File: src/rtl/lcd_pkg.sv
// Shared types, LCD command bytes and character codes for the frequency display.
package lcd_pkg;

    typedef enum logic [3:0] {
        PWR_WAIT, INIT, SNAP, L1_ADDR, L1_CHARS, L2_ADDR, L2_CHARS, CURSOR, DONE, IDLE
    } lcd_state_t;

    localparam logic [7:0] FUNC_SET = 8'h38;
    localparam logic [7:0] DISP_ON  = 8'h0C;
    localparam logic [7:0] DISP_CUR = 8'h0F;
    localparam logic [7:0] CLEAR    = 8'h01;
    localparam logic [7:0] ENTRY    = 8'h06;
    localparam logic [7:0] LINE1    = 8'h80;
    localparam logic [7:0] LINE2    = 8'hC0;

    localparam logic [7:0] ASCII_SPACE = 8'h20;
    localparam logic [7:0] ASCII_ZERO  = 8'h30;
    localparam logic [7:0] ASCII_QMARK = 8'h3F;
    localparam logic [7:0] ASCII_STAR  = 8'h2A;
    localparam logic [7:0] ASCII_DASH  = 8'h2D;

    // freq[0] holds freq_1 (least significant digit)
    typedef struct packed {
        logic [6:0][3:0] freq;
        logic [2:0]      digit_counter;
        logic            sel_a;
        logic            sel_b;
        logic            sel_c;
    } disp_snap_t;

    function automatic logic [7:0] bcd_to_ascii(input logic [3:0] d);
        return (d > 4'd9) ? ASCII_QMARK : (ASCII_ZERO + {4'd0, d});
    endfunction

endpackage

File: src/rtl/lcd_freq_display_module_if.sv
// Keypad-side inputs and LCD-side outputs of the frequency display block.
interface lcd_freq_display_module_if;
    logic [3:0] freq_1, freq_2, freq_3, freq_4, freq_5, freq_6, freq_7;
    logic [2:0] digit_counter;
    logic       sel_A, sel_B, sel_C;
    logic [7:0] lcd_data;
    logic       lcd_rs, lcd_rw, lcd_en, busy, frame_done;

    modport master (
        output freq_1, freq_2, freq_3, freq_4, freq_5, freq_6, freq_7,
        output digit_counter, sel_A, sel_B, sel_C,
        input  lcd_data, lcd_rs, lcd_rw, lcd_en, busy, frame_done
    );

    modport slave (
        input  freq_1, freq_2, freq_3, freq_4, freq_5, freq_6, freq_7,
        input  digit_counter, sel_A, sel_B, sel_C,
        output lcd_data, lcd_rs, lcd_rw, lcd_en, busy, frame_done
    );
endinterface

File: src/rtl/lcd_write_cycle.sv
// One HD44780 byte write: setup, enable strobe, hold, then post-write wait; done pulses at the end.
module lcd_write_cycle #(
    parameter int unsigned EN_CYCLES = 25,
    parameter int unsigned CMD_CYC   = 2500,
    parameter int unsigned CLEAR_CYC = 100000
) (
    input  logic       clk,
    input  logic       rst,
    input  logic       start,
    input  logic       rs,
    input  logic [7:0] data,
    input  logic       is_clear,
    output logic       lcd_en,
    output logic [7:0] lcd_data,
    output logic       lcd_rs,
    output logic       done
);
    typedef enum logic [2:0] {W_IDLE, W_SETUP, W_EN_HIGH, W_HOLD, W_WAIT} wr_state_t;

    wr_state_t   state;
    logic [31:0] cnt;
    logic        clear_r;

    always_ff @(posedge clk) begin
        if (rst) begin
            state    <= W_IDLE;
            cnt      <= '0;
            clear_r  <= 1'b0;
            lcd_en   <= 1'b0;
            lcd_data <= '0;
            lcd_rs   <= 1'b0;
            done     <= 1'b0;
        end else begin
            done <= 1'b0;
            case (state)
                W_IDLE: if (start) begin
                    lcd_data <= data;
                    lcd_rs   <= rs;
                    clear_r  <= is_clear;
                    state    <= W_SETUP;
                end
                W_SETUP: begin
                    lcd_en <= 1'b1;
                    cnt    <= EN_CYCLES - 1;
                    state  <= W_EN_HIGH;
                end
                W_EN_HIGH: if (cnt == '0) begin
                    lcd_en <= 1'b0;
                    state  <= W_HOLD;
                end else begin
                    cnt <= cnt - 1'b1;
                end
                W_HOLD: begin
                    cnt   <= clear_r ? CLEAR_CYC - 1 : CMD_CYC - 1;
                    state <= W_WAIT;
                end
                W_WAIT: if (cnt == '0) begin
                    done  <= 1'b1;
                    state <= W_IDLE;
                end else begin
                    cnt <= cnt - 1'b1;
                end
                default: state <= W_IDLE;
            endcase
        end
    end
endmodule

File: src/rtl/lcd_freq_display_module.sv
// Drives a 16x2 HD44780 LCD with the keypad frequency entry and A/B/C select flags.
// Define LCD_CURSOR_EN to turn on a blinking cursor parked at the next entry position.
//
// state    | meaning
// PWR_WAIT | post-reset power-up delay
// INIT     | function set, display on, clear, entry mode
// SNAP     | latch inputs so a frame never mixes old and new values
// L1_ADDR  | set DDRAM address to line 1
// L1_CHARS | write 16 characters of line 1
// L2_ADDR  | set DDRAM address to line 2
// L2_CHARS | write 16 characters of line 2
// CURSOR   | place cursor (cursor build only)
// DONE     | pulse frame_done
// IDLE     | wait for inputs to differ from the snapshot
module lcd_freq_display_module
    import lcd_pkg::*;
#(
    parameter logic [63:0] CLK_FREQ   = 64'd50000000,
    parameter int unsigned POWERUP_US = 15000,
    parameter int unsigned CMD_US     = 50,
    parameter int unsigned CLEAR_US   = 2000,
    parameter int unsigned EN_CYCLES  = 25
) (
    input logic clk,
    input logic rst,
    lcd_freq_display_module_if.slave bus
);
    localparam int unsigned POWERUP_CYC = 32'(CLK_FREQ * 64'(POWERUP_US) / 64'd1000000);
    localparam int unsigned CMD_CYC     = 32'(CLK_FREQ * 64'(CMD_US) / 64'd1000000);
    localparam int unsigned CLEAR_CYC   = 32'(CLK_FREQ * 64'(CLEAR_US) / 64'd1000000);
`ifdef LCD_CURSOR_EN
    localparam bit CURSOR_EN = 1'b1;
`else
    localparam bit CURSOR_EN = 1'b0;
`endif

    lcd_state_t  state;
    logic [31:0] pwr_cnt;
    logic [3:0]  idx;
    logic        wr_pend, wr_start, wr_rs, wr_clear, wr_done, frame_done_r;
    logic [7:0]  wr_data, nxt_data;
    logic        nxt_rs, nxt_clear;
    disp_snap_t  snap, live;

    function automatic logic [7:0] line1_char(input disp_snap_t s, input logic [3:0] col);
        logic [2:0] k;
        k = 3'(4'd9 - col);
        case (col)
            4'd0: line1_char = "F";
            4'd1: line1_char = ":";
            4'd2, 4'd3, 4'd4, 4'd5, 4'd6, 4'd7, 4'd8:
                if (s.digit_counter == 3'd0 && col == 4'd8) line1_char = ASCII_ZERO;
                else if (k <= s.digit_counter)              line1_char = bcd_to_ascii(s.freq[k - 3'd1]);
                else                                        line1_char = ASCII_SPACE;
            4'd10:   line1_char = "H";
            4'd11:   line1_char = "z";
            default: line1_char = ASCII_SPACE;
        endcase
    endfunction

    function automatic logic [7:0] line2_char(input disp_snap_t s, input logic [3:0] col);
        case (col)
            4'd0:    line2_char = "S";
            4'd1:    line2_char = "E";
            4'd2:    line2_char = "L";
            4'd4:    line2_char = "A";
            4'd5:    line2_char = s.sel_a ? ASCII_STAR : ASCII_DASH;
            4'd7:    line2_char = "B";
            4'd8:    line2_char = s.sel_b ? ASCII_STAR : ASCII_DASH;
            4'd10:   line2_char = "C";
            4'd11:   line2_char = s.sel_c ? ASCII_STAR : ASCII_DASH;
            default: line2_char = ASCII_SPACE;
        endcase
    endfunction

    assign live = {bus.freq_7, bus.freq_6, bus.freq_5, bus.freq_4, bus.freq_3, bus.freq_2,
                   bus.freq_1, bus.digit_counter, bus.sel_A, bus.sel_B, bus.sel_C};

    always_comb begin
        nxt_data  = LINE1;
        nxt_rs    = 1'b0;
        nxt_clear = 1'b0;
        case (state)
            INIT: case (idx[1:0])
                2'd0:    nxt_data = FUNC_SET;
                2'd1:    nxt_data = CURSOR_EN ? DISP_CUR : DISP_ON;
                2'd2:    begin nxt_data = CLEAR; nxt_clear = 1'b1; end
                default: nxt_data = ENTRY;
            endcase
            L1_CHARS: begin nxt_rs = 1'b1; nxt_data = line1_char(snap, idx); end
            L2_ADDR:  nxt_data = LINE2;
            L2_CHARS: begin nxt_rs = 1'b1; nxt_data = line2_char(snap, idx); end
            CURSOR:   nxt_data = (snap.digit_counter < 3'd7) ? LINE1 + 8'd9 : LINE1 + 8'd8;
            default:  nxt_data = LINE1;
        endcase
    end

    always_ff @(posedge clk) begin
        if (rst) begin
            state        <= PWR_WAIT;
            pwr_cnt      <= '0;
            idx          <= '0;
            wr_pend      <= 1'b0;
            wr_start     <= 1'b0;
            wr_rs        <= 1'b0;
            wr_clear     <= 1'b0;
            wr_data      <= '0;
            snap         <= '0;
            frame_done_r <= 1'b0;
        end else begin
            wr_start     <= 1'b0;
            frame_done_r <= 1'b0;
            case (state)
                PWR_WAIT: if (pwr_cnt == POWERUP_CYC - 1) begin
                    state <= INIT;
                    idx   <= '0;
                end else begin
                    pwr_cnt <= pwr_cnt + 1'b1;
                end
                SNAP: begin
                    snap  <= live;
                    state <= L1_ADDR;
                end
                DONE: begin
                    frame_done_r <= 1'b1;
                    state        <= IDLE;
                end
                IDLE: if (live != snap) state <= SNAP;
                // every remaining state issues one byte and advances when it completes
                default: if (!wr_pend) begin
                    wr_start <= 1'b1;
                    wr_pend  <= 1'b1;
                    wr_data  <= nxt_data;
                    wr_rs    <= nxt_rs;
                    wr_clear <= nxt_clear;
                end else if (wr_done) begin
                    wr_pend <= 1'b0;
                    idx     <= idx + 1'b1;
                    case (state)
                        INIT:     if (idx == 4'd3) begin state <= SNAP; idx <= '0; end
                        L1_ADDR:  begin state <= L1_CHARS; idx <= '0; end
                        L1_CHARS: if (idx == 4'd15) state <= L2_ADDR;
                        L2_ADDR:  begin state <= L2_CHARS; idx <= '0; end
                        L2_CHARS: if (idx == 4'd15) state <= CURSOR_EN ? CURSOR : DONE;
                        CURSOR:   state <= DONE;
                        default:  state <= IDLE;
                    endcase
                end
            endcase
        end
    end

    lcd_write_cycle #(
        .EN_CYCLES (EN_CYCLES),
        .CMD_CYC   (CMD_CYC),
        .CLEAR_CYC (CLEAR_CYC)
    ) u_write (
        .clk      (clk),
        .rst      (rst),
        .start    (wr_start),
        .rs       (wr_rs),
        .data     (wr_data),
        .is_clear (wr_clear),
        .lcd_en   (bus.lcd_en),
        .lcd_data (bus.lcd_data),
        .lcd_rs   (bus.lcd_rs),
        .done     (wr_done)
    );

    assign bus.lcd_rw     = 1'b0;
    assign bus.frame_done = frame_done_r;
    // combinational so busy rises in the very cycle the inputs diverge
    assign bus.busy       = (state != IDLE) || (live != snap);
endmodule

File: src/flat_wrapper.sv
// flat-port wrapper written by rule: the top's interface ports become plain ports
module lcd_freq_display_module_flat import lcd_pkg::*;
#(
    parameter logic [63:0] CLK_FREQ   = 64'd50000000,
    parameter int unsigned POWERUP_US = 15000,
    parameter int unsigned CMD_US     = 50,
    parameter int unsigned CLEAR_US   = 2000,
    parameter int unsigned EN_CYCLES  = 25
)
  (clk, rst, bus_freq_1, bus_freq_2, bus_freq_3, bus_freq_4, bus_freq_5, bus_freq_6, bus_freq_7, bus_digit_counter, bus_sel_A, bus_sel_B, bus_sel_C, bus_lcd_data, bus_lcd_rs, bus_lcd_rw, bus_lcd_en, bus_busy, bus_frame_done);
  lcd_freq_display_module_if bus_i ();
  input logic clk;
  input logic rst;
  input wire logic [$bits(bus_i.freq_1)-1:0] bus_freq_1;
  input wire logic [$bits(bus_i.freq_2)-1:0] bus_freq_2;
  input wire logic [$bits(bus_i.freq_3)-1:0] bus_freq_3;
  input wire logic [$bits(bus_i.freq_4)-1:0] bus_freq_4;
  input wire logic [$bits(bus_i.freq_5)-1:0] bus_freq_5;
  input wire logic [$bits(bus_i.freq_6)-1:0] bus_freq_6;
  input wire logic [$bits(bus_i.freq_7)-1:0] bus_freq_7;
  input wire logic [$bits(bus_i.digit_counter)-1:0] bus_digit_counter;
  input wire logic [$bits(bus_i.sel_A)-1:0] bus_sel_A;
  input wire logic [$bits(bus_i.sel_B)-1:0] bus_sel_B;
  input wire logic [$bits(bus_i.sel_C)-1:0] bus_sel_C;
  output wire logic [$bits(bus_i.lcd_data)-1:0] bus_lcd_data;
  output wire logic [$bits(bus_i.lcd_rs)-1:0] bus_lcd_rs;
  output wire logic [$bits(bus_i.lcd_rw)-1:0] bus_lcd_rw;
  output wire logic [$bits(bus_i.lcd_en)-1:0] bus_lcd_en;
  output wire logic [$bits(bus_i.busy)-1:0] bus_busy;
  output wire logic [$bits(bus_i.frame_done)-1:0] bus_frame_done;
  assign bus_i.freq_1 = bus_freq_1;
  assign bus_i.freq_2 = bus_freq_2;
  assign bus_i.freq_3 = bus_freq_3;
  assign bus_i.freq_4 = bus_freq_4;
  assign bus_i.freq_5 = bus_freq_5;
  assign bus_i.freq_6 = bus_freq_6;
  assign bus_i.freq_7 = bus_freq_7;
  assign bus_i.digit_counter = bus_digit_counter;
  assign bus_i.sel_A = bus_sel_A;
  assign bus_i.sel_B = bus_sel_B;
  assign bus_i.sel_C = bus_sel_C;
  assign bus_lcd_data = bus_i.lcd_data;
  assign bus_lcd_rs = bus_i.lcd_rs;
  assign bus_lcd_rw = bus_i.lcd_rw;
  assign bus_lcd_en = bus_i.lcd_en;
  assign bus_busy = bus_i.busy;
  assign bus_frame_done = bus_i.frame_done;
  lcd_freq_display_module #(.CLK_FREQ(CLK_FREQ), .POWERUP_US(POWERUP_US), .CMD_US(CMD_US), .CLEAR_US(CLEAR_US), .EN_CYCLES(EN_CYCLES)) u_core (.clk(clk), .rst(rst), .bus(bus_i));
endmodule
File: config.mk
export PLATFORM = sky130hd
export DESIGN_NAME = lcd_freq_display_module_flat
export DESIGN_NICKNAME = d
export VERILOG_FILES = /design/src/rtl/lcd_pkg.sv /design/src/rtl/lcd_freq_display_module_if.sv /design/src/rtl/lcd_write_cycle.sv /design/src/rtl/lcd_freq_display_module.sv /design/src/flat_wrapper.sv
export SDC_FILE = /design/constraint.sdc
export NUM_CORES = 1
export LEC_CHECK = 0
export CAP_MARGIN = 0
export CORE_AREA = 2 2 120 122
export DETAILED_ROUTE_END_ITERATION = 12
export DIE_AREA = 0 0 122 124
export GPL_ROUTABILITY_DRIVEN = 0
export PLACE_DENSITY = 0.84
export SYNTH_ARGS = -nofsm -noshare
export SYNTH_HDL_FRONTEND = slang
export SYNTH_SLANG_ARGS = --single-unit
File: constraint.sdc
create_clock -name clk -period 8.15 [get_ports clk]
set_clock_uncertainty 0.1 [all_clocks]
set_input_delay 0.815 -clock clk [delete_from_list [all_inputs] [get_ports clk]]
set_output_delay 0.815 -clock clk [all_outputs]
set_load 0.05 [all_outputs]
==> run summary <==
Buffers on Ports: 47
Crit Path Class: in2out
Setup Fix Bufs, Post-CTS: 0
Initial Util: 0.544
Overall Global Routing Usage: 0.251
RSZ-0062 raised after global routing: false
Seq/Total Area, Yosys: 0.359
worst-path maximum fanout: 2
Slew Viols, Final: 0
delay-heaviest family, CP: simple AND/OR/NAND/NOR gates
cells along the critical path: clkdlybuf4s50_1 > xnor2_1 > nand4_1 > or4_1 > or4_1 > clkdlybuf4s50_1
cts repair resizes: 0
static leakage: 2.98 nW
post-DP HPWL: 12000 µm
die footprint: 15100 µm²
vias in the first global route: 6515
crit end category: primary output
number of synthesis warnings: 0
routed vias: 7138
largest net degree at the start of global routing: 106
P per Cell Area: 255 nW/µm²
core area: 13700 µm²
first-pass GRT wire length: 30700 µm
fill count: 1161
R2R Setup Slk: 4640 ps
# diodes: 0
wire per inst: 15.6 µm
Relative slew margins: 0.179
crit path DAT: 3520 ps
Mapped Area: 7470 µm²
status: finished clean
EDFF count, synth: 0
Mean Syn Cell Area: 7.81 µm²
Area contributors post-synth: dfxtp_1 36%, nand2_1 7.7%, a21oi_1 6.8%, xor2_1 5.2%, nor2_1 4.1%
Post-CTS Hold Fix Bufs: 0
class of the worst hold path: reg2reg
initial antenna violation count: 0
Skew-Pair Late Insertion Delay: 420 ps
Final ANT Viol Nets: 0
clock buffer depth: 2
critical path's slowest cell: clkdlybuf4s50_1
drt pass-1 iters: 6
CTS tree: built
Residual DRC: 0
Bufs and invs on worst path: 2
peak supply drop: 0.158 mV
Finished Layout Cells: 1166
synth-to-layout area growth: 15.5%
#FFs+latches synth: 134
Synth area leader: dfxtp_1
Slew @ Worst Pin: 1230 ps
post-layout minimum cycle time: 4430 ps
Die Width: 122 µm
Critical Path Source Type: input pin
Synth top area share: 0.359
row cnt: 43
max cap viols: 0
wirelength, routed: 18200 µm
Unique masters post-synth: 85
Hold WS: 351 ps
Final period util: 0.544
I/O pin cnt: 49
Placed Instances: 1134
CTS H-tree lvls: 4
GR Overflow Total: 0
Reg clk slew, reported paths: 60 ps
final setup fails: 0
fmax: 0.226 GHz
share of cells above drive strength 1: 0.0700
Worst EP required: 7240 ps
CTS Buf Count: 17
Core Util, Final: 0.629
clock root buffer: clkbuf_16
Final Hold Viols: 0
final net count: 1020
crit-path max cell delay: 740 ps
cells after synthesis: 956
Post-synth top flop: dfxtp_1
total nets after synthesis: 1003
Via density: 6.12
clock sinks: 134
DRT iter0 DRCs: 741
setup_tns: 0 ps
height of the die: 124 µm
async set-reset flop share out of synthesis: 0
==> power breakdown <==
part / internal, W / switching [W]
Sequential: 0.000685 / 0.0000396
Combinational: 0.000225 / 0.000401
Clock: 0.000560 / 0.000288
Total: 0.00147 / 0.000728
==> worst min-delay path, delay by kind of cell (launching register included) <==
family	cells	cell delay, ps
AOI/OAI and AO/OA	1	50
DFF	1	310
and+or+nand+nor	1	50
==> layout by cell type (no fill, tap or decap), types with 5 or more instances in the layout <==
cell	n
nand2_1	154
dfxtp_1	134
a21oi_1	101
nor2_1	81
clkdlybuf4s50_1	46
xor2_1	44
o21ai_0	40
nand3_1	27
inv_1	24
nor3_1	22
nor4_1	21
xnor2_1	19
nand4_1	17
clkbuf_16	17
or3_1	16
a31oi_1	12
ha_1	11
and3_1	10
a211oi_1	10
nor2b_1	9
nand2b_1	9
o22ai_1	9
mux2i_1	7
o31ai_1	7
or4_1	6
o21ai_1	6
a311oi_1	5
bufinv_16	5
==> per-layer routing <==
metal | up-vias | share of wire | GRT usage
met1 | 3334 | 0.45 | 0.329
li1 | 3483 | - | -
met2 | 284 | 0.46 | 0.405
met4 | 0 | 0.023 | 0.103
met3 | 37 | 0.065 | 0.0522
met5 | - | 0 | 0
==> cells by family (layout without fill, tap and decap cells) <==
group	after synthesis	in the layout	share of synthesized area
and+or+nand+nor	417	417	0.284
AOI/OAI and AO/OA	243	243	0.202
DFF	134	134	0.359
buffers and inverters	76	106	0.0412
xor gates and xnor gates	63	63	0.0739
adders and majority gates	11	11	0.0184
muxes	11	11	0.0214
other	1	1	0.000502
==> sequential cells by signal, summed over array words and instances, names as in the netlist, 3 cells and up <==
signal,count
u_core.pwr_cnt,32
u_core.wr_data,8
u_core.idx,4
u_core.u_write.cnt,32
u_core.state,4
u_core.u_write.lcd_data,8
u_core.snap,34
u_core.u_write.state,3
==> synth_stat cells (6+ instances only) <==
library cell    n
dfxtp_1       134
nor3_1         22
o21ai_0        40
o31ai_1         7
ha_1           11
nor4_1         21
clkbuf_1       41
nand2_1       154
inv_1          24
nor2_1         81
xor2_1         44
nand2b_1        9
or4_1           6
mux2i_1         7
nand4_1        17
a21oi_1       101
o22ai_1         9
a31oi_1        12
nor2b_1         9
buf_1           7
xnor2_1        19
and3_1         10
o21ai_1         6
or3_1          16
nand3_1        27
a211oi_1       10
==> stage by stage <==
| stage | area, µm² | setup slack (ps) | power, W |
|---|---|---|---|
| 2_1_floorplan | 7470 | 4940 | 0.00123 |
| 3_3_place_gp | 7970 | 3820 | 0.00133 |
| 3_5_place_dp | 7970 | 3780 | 0.00135 |
| 4_1_cts | 8630 | 3720 | 0.00219 |
| 5_1_grt | 8630 | 3610 | 0.00230 |
| 6_report | 8630 | 3720 | 0.00220 |
==> final cells by class <==
cell class | count | area (µm²) | share of cell area
clock inverter | 11 | 198 | 0.0229
clock buffer | 21 | 460 | 0.0534
inverter | 24 | 90.1 | 0.0104
multi-input combinational | 746 | 4480 | 0.519
tap | 180 | 225 | 0.0261
timing repair buffer | 50 | 490 | 0.0569
sequential | 134 | 2680 | 0.311
==> worst paths after layout <==
kind              depth (start not counted)                    startpoint                             end
setup / recovery                          6                 bus_freq_4[3]                        bus_busy
hold / removal                            2  u_core.wr_clear$_SDFFE_PP0P_    u_core.wr_clear$_SDFFE_PP0P_
setup reg to reg                          7    u_core.idx[0]$_SDFFE_PP0P_  u_core.wr_data[1]$_SDFFE_PP0P_
hold reg to reg                           2  u_core.wr_clear$_SDFFE_PP0P_    u_core.wr_clear$_SDFFE_PP0P_
Note: power is estimated with default switching activity, not from simulation.
